<file path="src/rtl/spi_block_sequencer.sv">
// spi_block_sequencer
// Runs a complete SD data-block read on the SPI shifter: polls for the
// 0xFE start token, streams BLOCK_LEN data bytes into a small first-word
// fall-through FIFO drained by the bus side, then reads the two trailing
// CRC bytes and compares them with the shifter's running CRC16 snapshot.
//
// state        | meaning
// -------------+------------------------------------------------------------
// S_IDLE       | waiting for go; FIFO may still hold bytes of the last block
// S_TOKEN_*    | one 0xFF poll byte transaction looking for the 0xFE token
// S_DATA_*     | one data byte transaction; START stalls while FIFO is full
// S_CRCH_*     | receive CRC high byte
// S_CRCL_*     | receive CRC low byte
// S_CHECK      | compare received CRC with the snapshot, set done/crc_err
//
// Every byte transaction is START -> ARM -> WAIT:
//   START issues shf_start_read (seen by the shifter during ARM),
//   ARM lets the shifter raise busy, WAIT captures shf_data once busy drops.

module spi_block_sequencer #(
    parameter int BLOCK_LEN     = 512,
    parameter int FIFO_DEPTH    = 4,
    parameter int TOKEN_TIMEOUT = 4095
) (
    input  logic        clk7,
    input  logic        rst,
    input  logic        go,
    input  logic        abort,
    output logic        shf_start_read,
    input  logic        shf_busy,
    input  logic [7:0]  shf_data,
    output logic        shf_crc_reset,
    input  logic [15:0] shf_crc,
    output logic [7:0]  rd_data,
    output logic        rd_valid,
    input  logic        rd_ack,
    output logic        seq_busy,
    output logic        done,
    output logic        crc_err,
    output logic        token_err,
    output logic        timeout_err
);

    localparam int PTR_W = (FIFO_DEPTH > 1) ? $clog2(FIFO_DEPTH) : 1;
    localparam int CNT_W = PTR_W + 1;

    localparam logic [12:0]      LAST_BYTE  = 13'(BLOCK_LEN);
    localparam logic [11:0]      POLL_LIMIT = 12'(TOKEN_TIMEOUT);
    localparam logic [CNT_W-1:0] FULL_CNT   = CNT_W'(FIFO_DEPTH);

    typedef enum logic [3:0] {
        S_IDLE,
        S_TOKEN_START,
        S_TOKEN_ARM,
        S_TOKEN_WAIT,
        S_DATA_START,
        S_DATA_ARM,
        S_DATA_WAIT,
        S_CRCH_START,
        S_CRCH_ARM,
        S_CRCH_WAIT,
        S_CRCL_START,
        S_CRCL_ARM,
        S_CRCL_WAIT,
        S_CHECK
    } state_t;

    state_t      state;
    logic [11:0] poll_cnt;
    logic [12:0] byte_cnt;
    logic [15:0] crc_snap;
    logic [15:0] crc_rx;
    logic        abort_hold;

    logic [7:0]       mem [FIFO_DEPTH];
    logic [PTR_W-1:0] wr_ptr;
    logic [PTR_W-1:0] rd_ptr;
    logic [CNT_W-1:0] count;

    logic             is_start;
    logic             is_arm;
    logic             is_wait;
    logic             drop;
    logic             fifo_full;
    logic             push;
    logic             pop;
    logic             flush;
    logic [PTR_W-1:0] rd_ptr_nxt;
    logic [CNT_W-1:0] count_nxt;
    logic [7:0]       head_nxt;

    function automatic state_t arm_of(input state_t s);
        case (s)
            S_TOKEN_START: return S_TOKEN_ARM;
            S_DATA_START:  return S_DATA_ARM;
            S_CRCH_START:  return S_CRCH_ARM;
            S_CRCL_START:  return S_CRCL_ARM;
            default:       return S_IDLE;
        endcase
    endfunction

    function automatic state_t wait_of(input state_t s);
        case (s)
            S_TOKEN_ARM: return S_TOKEN_WAIT;
            S_DATA_ARM:  return S_DATA_WAIT;
            S_CRCH_ARM:  return S_CRCH_WAIT;
            S_CRCL_ARM:  return S_CRCL_WAIT;
            default:     return S_IDLE;
        endcase
    endfunction

    // State-class decode, FIFO push/pop qualification and next-head lookup.
    // The push is combinational from the capture cycle so the FIFO count is
    // already current when the FSM re-enters DATA_START and tests for full.
    always_comb begin
        is_start = (state == S_TOKEN_START) || (state == S_DATA_START) ||
                   (state == S_CRCH_START)  || (state == S_CRCL_START);
        is_arm   = (state == S_TOKEN_ARM)   || (state == S_DATA_ARM) ||
                   (state == S_CRCH_ARM)    || (state == S_CRCL_ARM);
        is_wait  = (state == S_TOKEN_WAIT)  || (state == S_DATA_WAIT) ||
                   (state == S_CRCH_WAIT)   || (state == S_CRCL_WAIT);
        drop      = abort || abort_hold;
        fifo_full = (count == FULL_CNT);
        push      = (state == S_DATA_WAIT) && !shf_busy && !drop;
        pop       = rd_ack && rd_valid;
        flush     = (state == S_IDLE) && go;
        rd_ptr_nxt = rd_ptr + PTR_W'(pop);
        count_nxt  = count + CNT_W'(push) - CNT_W'(pop);
        // A byte pushed into the slot that becomes the head must bypass mem.
        if (push && (wr_ptr == rd_ptr_nxt)) begin
            head_nxt = shf_data;
        end else begin
            head_nxt = mem[rd_ptr_nxt];
        end
    end

    // Sequencer FSM with registered strobes, sticky flags and counters.
    always_ff @(posedge clk7 or posedge rst) begin
        if (rst) begin
            state          <= S_IDLE;
            poll_cnt       <= '0;
            byte_cnt       <= '0;
            crc_snap       <= '0;
            crc_rx         <= '0;
            abort_hold     <= 1'b0;
            shf_start_read <= 1'b0;
            shf_crc_reset  <= 1'b0;
            seq_busy       <= 1'b0;
            done           <= 1'b0;
            crc_err        <= 1'b0;
            token_err      <= 1'b0;
            timeout_err    <= 1'b0;
        end else begin
            shf_start_read <= 1'b0;
            shf_crc_reset  <= 1'b0;

            if (state == S_IDLE) begin
                // go beats a simultaneous abort here: abort is only looked at
                // once the sequence is running.
                if (go) begin
                    done        <= 1'b0;
                    crc_err     <= 1'b0;
                    token_err   <= 1'b0;
                    timeout_err <= 1'b0;
                    poll_cnt    <= '0;
                    byte_cnt    <= '0;
                    crc_snap    <= '0;
                    crc_rx      <= '0;
                    abort_hold  <= 1'b0;
                    seq_busy    <= 1'b1;
                    state       <= S_TOKEN_START;
                end
            end else if (is_start) begin
                // No byte is in flight yet, so abort can leave at once.
                if (abort) begin
                    seq_busy   <= 1'b0;
                    abort_hold <= 1'b0;
                    state      <= S_IDLE;
                end else if (!shf_busy && ((state != S_DATA_START) || !fifo_full)) begin
                    shf_start_read <= 1'b1;
                    state          <= arm_of(state);
                end
            end else if (is_arm) begin
                if (abort) begin
                    abort_hold <= 1'b1;
                end
                state <= wait_of(state);
            end else if (is_wait) begin
                if (shf_busy) begin
                    if (abort) begin
                        abort_hold <= 1'b1;
                    end
                end else if (drop) begin
                    // Byte finished on the wire but is thrown away.
                    seq_busy   <= 1'b0;
                    abort_hold <= 1'b0;
                    state      <= S_IDLE;
                end else begin
                    case (state)
                        S_TOKEN_WAIT: begin
                            if (shf_data == 8'hFE) begin
                                shf_crc_reset <= 1'b1;
                                state         <= S_DATA_START;
                            end else if (shf_data == 8'hFF) begin
                                poll_cnt <= poll_cnt + 12'd1;
                                if (poll_cnt + 12'd1 == POLL_LIMIT) begin
                                    timeout_err <= 1'b1;
                                    seq_busy    <= 1'b0;
                                    state       <= S_IDLE;
                                end else begin
                                    state <= S_TOKEN_START;
                                end
                            end else begin
                                token_err <= 1'b1;
                                seq_busy  <= 1'b0;
                                state     <= S_IDLE;
                            end
                        end
                        S_DATA_WAIT: begin
                            byte_cnt <= byte_cnt + 13'd1;
                            if (byte_cnt + 13'd1 == LAST_BYTE) begin
                                // shf_crc now covers exactly the data bytes.
                                crc_snap <= shf_crc;
                                state    <= S_CRCH_START;
                            end else begin
                                state <= S_DATA_START;
                            end
                        end
                        S_CRCH_WAIT: begin
                            crc_rx[15:8] <= shf_data;
                            state        <= S_CRCL_START;
                        end
                        S_CRCL_WAIT: begin
                            crc_rx[7:0] <= shf_data;
                            state       <= S_CHECK;
                        end
                        default: begin
                            seq_busy <= 1'b0;
                            state    <= S_IDLE;
                        end
                    endcase
                end
            end else if (state == S_CHECK) begin
                if (crc_rx == crc_snap) begin
                    done <= 1'b1;
                end else begin
                    crc_err <= 1'b1;
                end
                seq_busy <= 1'b0;
                state    <= S_IDLE;
            end else begin
                seq_busy <= 1'b0;
                state    <= S_IDLE;
            end
        end
    end

    // FIFO storage; only written during DATA capture, never while full.
    always_ff @(posedge clk7) begin
        if (push) begin
            mem[wr_ptr] <= shf_data;
        end
    end

    // FIFO pointers, occupancy and the registered fall-through head.
    always_ff @(posedge clk7 or posedge rst) begin
        if (rst) begin
            wr_ptr   <= '0;
            rd_ptr   <= '0;
            count    <= '0;
            rd_data  <= 8'h00;
            rd_valid <= 1'b0;
        end else if (flush) begin
            wr_ptr   <= '0;
            rd_ptr   <= '0;
            count    <= '0;
            rd_data  <= 8'h00;
            rd_valid <= 1'b0;
        end else begin
            rd_ptr <= rd_ptr_nxt;
            if (push) begin
                wr_ptr <= wr_ptr + PTR_W'(1);
            end
            count    <= count_nxt;
            rd_valid <= (count_nxt != '0);
            rd_data  <= (count_nxt != '0) ? head_nxt : 8'h00;
        end
    end

endmodule

</file>
<file path="config.mk">
export PLATFORM = sky130hd
export DESIGN_NAME = spi_block_sequencer
export DESIGN_NICKNAME = d
export VERILOG_FILES = /design/src/rtl/spi_block_sequencer.sv
export SDC_FILE = /design/constraint.sdc
export NUM_CORES = 1
export LEC_CHECK = 0
export ABC_CLOCK_PERIOD_IN_PS = 3900
export CAP_MARGIN = 20
export CORE_MARGIN = 3
export CORE_UTILIZATION = 59
export DETAILED_ROUTE_END_ITERATION = 6
export PLACE_DENSITY = 0.8
export RECOVER_POWER = 25
export SLEW_MARGIN = 10
export SYNTH_ARGS = -nofsm -noshare
export SYNTH_HDL_FRONTEND = slang
export SYNTH_SLANG_ARGS = --single-unit
export TNS_END_PERCENT = 100
</file>
<file path="constraint.sdc">
create_clock -name clk7 -period 3.9 [get_ports clk7]
set_clock_uncertainty 0.05 [all_clocks]
set_input_delay 0.39 -clock clk7 [delete_from_list [all_inputs] [get_ports clk7]]
set_output_delay 0.39 -clock clk7 [all_outputs]
set_load 0.02 [all_outputs]
</file>
* Word level (Yosys, flattened, before mapping) *
Memory sizes are Yosys's and may differ from the RTL's.
Index checks and enable logic that the tools add are counted.

word-level totals
  memories kept = 1
  bits of input ports = 30
  logic and storage cells = 236
  bits in read-only memories = 0
  memory bits (writable) = 32
  latch bits = 0
  bits in registers = 85

memories
  memory  depth  bits a word  rd ports  clocked after Yosys merged registers in  wr ports  line  source
  mem     4      8            1         0                                        1         75    logic [7:0] mem [FIFO_DEPTH];

operators by class
  $mul = 0
  bitwise operators = 0
  mux-type cells = 124
  reductions and logical operators = 48
  shift-type cells = 0
  equal/unequal tests = 38
  magnitude comparators = 0
  $add $sub $neg = 6
  div/mod/pow operators = 0

operator list
  operator                                                                 count
  16-bit 2-to-1 mux                                                        15
  12-bit 2-to-1 mux                                                        10
  13-bit 2-to-1 mux                                                        8
  1-bit 2-to-1 mux                                                         66
  4-bit one-hot mux with 4 select lines                                    3
  4-bit 2-to-1 mux                                                         11
  8-bit 2-to-1 mux                                                         5
  7-bit AND reduction                                                      4
  4-bit == test, second input constant                                     6
  2-bit nonzero test                                                       11
  9-bit AND reduction                                                      2
  16-bit == test                                                           1
  4-bit by 3-bit == test with 1-bit output, second input constant          4
  8-bit == test, second input constant                                     2
  13-bit by 1-bit adder with 13-bit output, second input constant          1
  13-bit by 10-bit == test with 1-bit output, second input constant        1
  12-bit by 1-bit adder with 12-bit output, second input constant          1
  12-bit == test, second input constant                                    1
  6-bit AND reduction                                                      2
  1-bit logical OR                                                         11
  2-bit by 1-bit inequality test with 1-bit output, second input constant  5
  10-bit AND reduction                                                     1
  4-bit by 2-bit == test with 1-bit output, second input constant          2
  2-bit 2-to-1 mux                                                         4
  27 further kinds                                                         39

* Longest topological paths before layout *
  depth after elaboration = 12
  gate-level depth with buffers = 16
  mapped depth without buffers = 13

* Worst setup path after synthesis *
OpenSTA, ideal clock, no wires.

  path type = input -> register
  from = in abort
  to = reg rd_data[0]
  arrival = 3.042 ns
  library setup time = 0.127 ns
  slack = 0.682 ns
  path buffers = 2
  stages = 15
  cell sequence = clkbuf_1 or3_1 nor4_2 inv_1 clkbuf_1 ha_1 inv_1 ha_1 inv_1 fa_1 xor2_1 xnor2_1 nand3b_1 nand2_1 nor2_1

on the way
  cells in the longest elaborated chain, start to end = 8

ends and longest elaborated chain
  element                                      line  source
  start, declared                              28    input logic abort,
  1-bit logical OR (*)                         122   drop = abort || abort_hold;
  1-bit zero test (*)                          124   push = (state == S_DATA_WAIT) && !shf_busy && !drop;
  1-bit logical AND (*)                        124
  3-bit by 1-bit adder with 3-bit output       128   count_nxt = count + CNT_W'(push) - CNT_W'(pop);
  3-bit by 1-bit subtractor with 3-bit output  128
  3-bit nonzero test                           286   rd_data <= (count_nxt != '0) ? head_nxt : 8'h00;
  8-bit 2-to-1 mux (*)                         286
  8-bit 2-to-1 mux (*)                         273   end else if (flush) begin
  end signal, assigned                         286
  end, declared                                34    output logic [7:0] rd_data,

Mark *: on every way between the ends. The rest lies on a longest branch, timed or not.
A chain may end at the register's enable or synchronous reset.

* Worst setup path in the final report *
  from = reg state[2]
  to = reg rd_data[1]

on the way
  cells in the longest elaborated chain, start to end = 8

ends and longest elaborated chain
  element                                      line  source
  start, declared                              68    state_t state;
  start signal, assigned                       181   state <= arm_of(state);
  start signal, assigned                       187   state <= wait_of(state);
  4-bit by 3-bit == test with 1-bit output     124
  1-bit logical AND (2 in series)              124
  3-bit by 1-bit adder with 3-bit output       128
  3-bit by 1-bit subtractor with 3-bit output  128
  3-bit nonzero test                           286
  8-bit 2-to-1 mux                             286
  8-bit 2-to-1 mux (*)                         273

Marked as above.

==> results by group <==
Outcome
  • Status: finished with violations
  • Violated checks: capacitance limit, slew limit

Clock tree
  • Root buf cell: clkbuf_8
  • PostCTS Resize Cnt: 0
  • Clock latency on the worst-skew pair: 0.53 ns
  • Clock sinks: 117
  • Post-CTS Setup Bufs: 0
  • Max clock buf depth: 2
  • Num CTS Buffers: 17
  • # hold bufs at CTS: 0
  • TritonCTS clock tree: built
  • Htree depth: 4
  • Worst-path clk slew: 0.06 ns

Floorplan
  • Die area: 11910 um^2
  • Die Y: 109.1 um
  • Die Width: roughly 110 um
  • Core Area: 10320 um^2
  • # IOs: 46
  • Num rows: 37
  • Initial Util: about three fifths

Worst hold path
  • Type of the most critical hold path: in -> reg
  • Min-Delay Endpoint: crc_snap[9]
  • Hold wc startpoint: shf_crc[9]
  • Hold Path Depth: 3

Worst setup path
  • R2R setup slack: 0.75 ns
  • Buf+Inv Stages, Crit Path: 3
  • CP endpoint kind: flop
  • Crit path max-delay family: simple AND/OR/NAND/NOR gates
  • Critical Path AT: 3.50 ns
  • CP startpoint kind: flop
  • R2R depth: 13
  • R2r endpoint: rd_data[1]
  • Crit path max fanout: 15
  • Slowest-stage cell, CP: dfrtp_1
  • Setup CP Type: reg -> reg
  • RR Startpoint: state[2]
  • Slowest cell delay on critical path: 0.65 ns
  • Worst setup path startpoint: state[2]
  • Worst Path Required: 4.25 ns
  • Most frequent CP cell: inv_1
  • Worst path cell trace: nand2_1 -> nor4_2 -> inv_1 -> ha_1 -> inv_1 -> ha_1 -> inv_1 -> fa_1 -> xor2_1 -> xnor2_1 -> nand3b_1 -> nand2_1 -> nor2_1

Layout
  • Nets: 714
  • # diodes: 0
  • Fillers: 719
  • Area growth from synthesis to layout: 18.30%
  • Share of post-route cells with drive strength above 1: 10.50%

Pwr
  • PD cells: 664.9 nW/um^2
  • Worst VDD drop: 0.5097 mV
  • Leak pwr: 3.257 nW
  • Tot Pwr: 4.936 mW

Routing
  • Length of the first detailed-routing pass in iterations: 5
  • Detailed Route WL: roughly 15 mm
  • DRT antenna net count: 0
  • Wire length per cell: 18.35 um
  • Initial DRC Count: 644
  • Routed vias/inst: 6.063
  • Drt drc: 0
  • Via count: 4984

Timing
  • Setup TNS: 0 ns
  • Final period util: 80.86%
  • Actual slew at the worst max-slew pin: ~2.0 ns
  • RSZ-0062 raised after global routing: no
  • # setup viols final: 0
  • Max Fclk: 317.1 MHz
  • Final slew viol count: 43
  • Final worst path period need: between 3 and 4 ns
  • Worst slew margin: -32.88%
  • Final hold viol count: 0

GRT
  • Initial antenna violation count: 0
  • First-pass GRT wire length: 24.50 mm
  • GRT Resource Usage Total: between 20% and 30%
  • Vias in the first global route: 4821
  • Largest net degree at the start of global routing: 43
  • Total grt overflow: 0

Synth
  • Warnings, synthesis: 0
  • Ys flop type: dfrtp_1
  • Synth Cell Area: 6276 um^2
  • Synth async-reset ratio: approximately 73%
  • Synth Instances: 623
  • Syn_area_per_cell: 10.07 um^2
  • Netlist cell types: 73
  • Synth Net Count: 664
  • Post-synth EDFFs: 32
  • FF+latch count, synth: 117
  • Sequential area share after synthesis: 49.20%

Placement
  • HPWL after DPL: 9.904 mm
  • Port Buffers: 45
  • Routability cong.: between 0.9 and 1

Run
  • Max_cap viols: 1
## cells in the final DEF, fill, tap and decap left out, types with 5 or more instances in the layout
cell type	synthesis	layout
xor2_1	23	23
nand3_1	26	26
mux2i_1	24	24
inv_1	40	39
nor2_1	46	46
buf_4	0	14
ha_1	10	10
dfrtp_1	85	85
inv_6	0	7
o31ai_1	9	9
clkbuf_16	0	16
a31oi_1	9	9
nand2_1	66	66
mux4_2	8	8
dlygate4sd3_1	0	9
nand2b_1	8	8
xnor2_1	11	11
nand4_1	7	7
edfxtp_1	32	32
clkdlybuf4s50_1	0	36
nor3_1	7	7
nor4_1	8	8
o22ai_1	6	6
a21oi_1	21	21
o21ai_0	60	60
and2_1	12	12
or3_1	5	5
## metrics by stage
step | util, % | hold slack, ns | cells | worst slack [ns] | area (um^2)
after floorplan | - | 0.4189 | 623 | 0.6817 | 6276
after global placement | 66.54 | 0.4350 | 789 | 0.4631 | 6869
after CTS | 72.03 | 0.2805 | 822 | 0.7410 | 7436
after global routing | 71.92 | 0.3692 | 822 | 0.5487 | 7425
after detailed placement | 66.61 | 0.4453 | 790 | 0.3371 | 6877
final | 71.92 | 0.3548 | 822 | 0.7464 | 7425
## logic make-up after synthesis
group | after synthesis | synth area share, %
XOR/XNOR | 34 | 4.745
flip-flops | 117 | 49.20
buffers and inverters | 71 | 4.764
AO/OA/AOI/OAI | 132 | 12.96
adder cells (fa/ha/maj) | 12 | 2.472
AND/OR/NAND/NOR | 223 | 18.74
multiplexers | 34 | 7.117
## cell usage after synthesis, drive strengths merged, types with 3 or more instances
library cell | instances | share of area, %
a21oi | 21 | 1.7
a31oi | 9 | 0.90
a32oi | 3 | 0.54
and2 | 12 | 1.2
and3 | 4 | 0.40
buf | 12 | 1.2
clkbuf | 19 | 1.2
dfrtp | 85 | 34
edfxtp | 32 | 15
ha | 10 | 2.0
inv | 40 | 2.4
mux2i | 24 | 3.8
mux4 | 8 | 2.9
nand2 | 66 | 3.9
nand2b | 8 | 0.80
nand3 | 27 | 2.2
nand3b | 3 | 0.36
nand4 | 9 | 1.2
nor2 | 47 | 2.9
nor2b | 4 | 0.40
nor3 | 7 | 0.56
nor4 | 10 | 1.2
o21ai | 60 | 4.8
o22ai | 6 | 0.60
o31ai | 10 | 1.3
or2 | 3 | 0.30
or3 | 6 | 0.68
xnor2 | 11 | 1.5
xor2 | 23 | 3.2
## worst max-delay path by stage
stage,cells after the start,slack [ns],end
after floorplan,15,0.68,rd_data[0]
after global placement,14,0.46,rd_data[1]
after detailed placement,14,0.34,rd_data[1]
after CTS,13,0.74,rd_data[1]
after global routing,6,0.55,crc_rx[0]
final,13,0.75,rd_data[1]
## routing by layer
layer / global-route usage (%) / share of wire, % / vias up
li1: - / - / 2332
met1: 35.50 / 41 / 2397
met2: 43.55 / 50 / 219
met3: 4.737 / 6.3 / 36
met4: 12.17 / 2.7 / 0
met5: 0 / 0 / -
## area by class of cell
cell class	count	area [um^2]	area share [%]
Clock buffer	17	414.1	5.578
Clock inverter	15	145.1	1.955
Inverter	40	151.4	2.039
Multi-Input combinational cell	435	2889	38.91
Timing Repair Buffer	62	566.8	7.634
Tap cell	136	170.2	2.292
Sequential cell	117	3088	41.59
## power breakdown
part | switching (mW) | internal, mW | total, mW
Sequential | 0.218 | 1.48 | 1.70
Combinational | 0.999 | 0.751 | 1.75
Clock | 0.627 | 0.862 | 1.49
Total | 1.84 | 3.09 | 4.94
## state kept, by name, indices dropped and copies added (netlist names), 2 cells and up
signal    cells
byte_cnt     13
count         3
crc_rx       16
crc_snap     16
mem          32
poll_cnt     12
rd_data       8
rd_ptr        2
state         4
wr_ptr        2
## tightest hold or removal path: stages
cell             delay, ns
clkdlybuf4s50_1       0.39
inv_1                 0.05
mux2i_1               0.05
No activity file was read; power rests on OpenSTA's default activity.
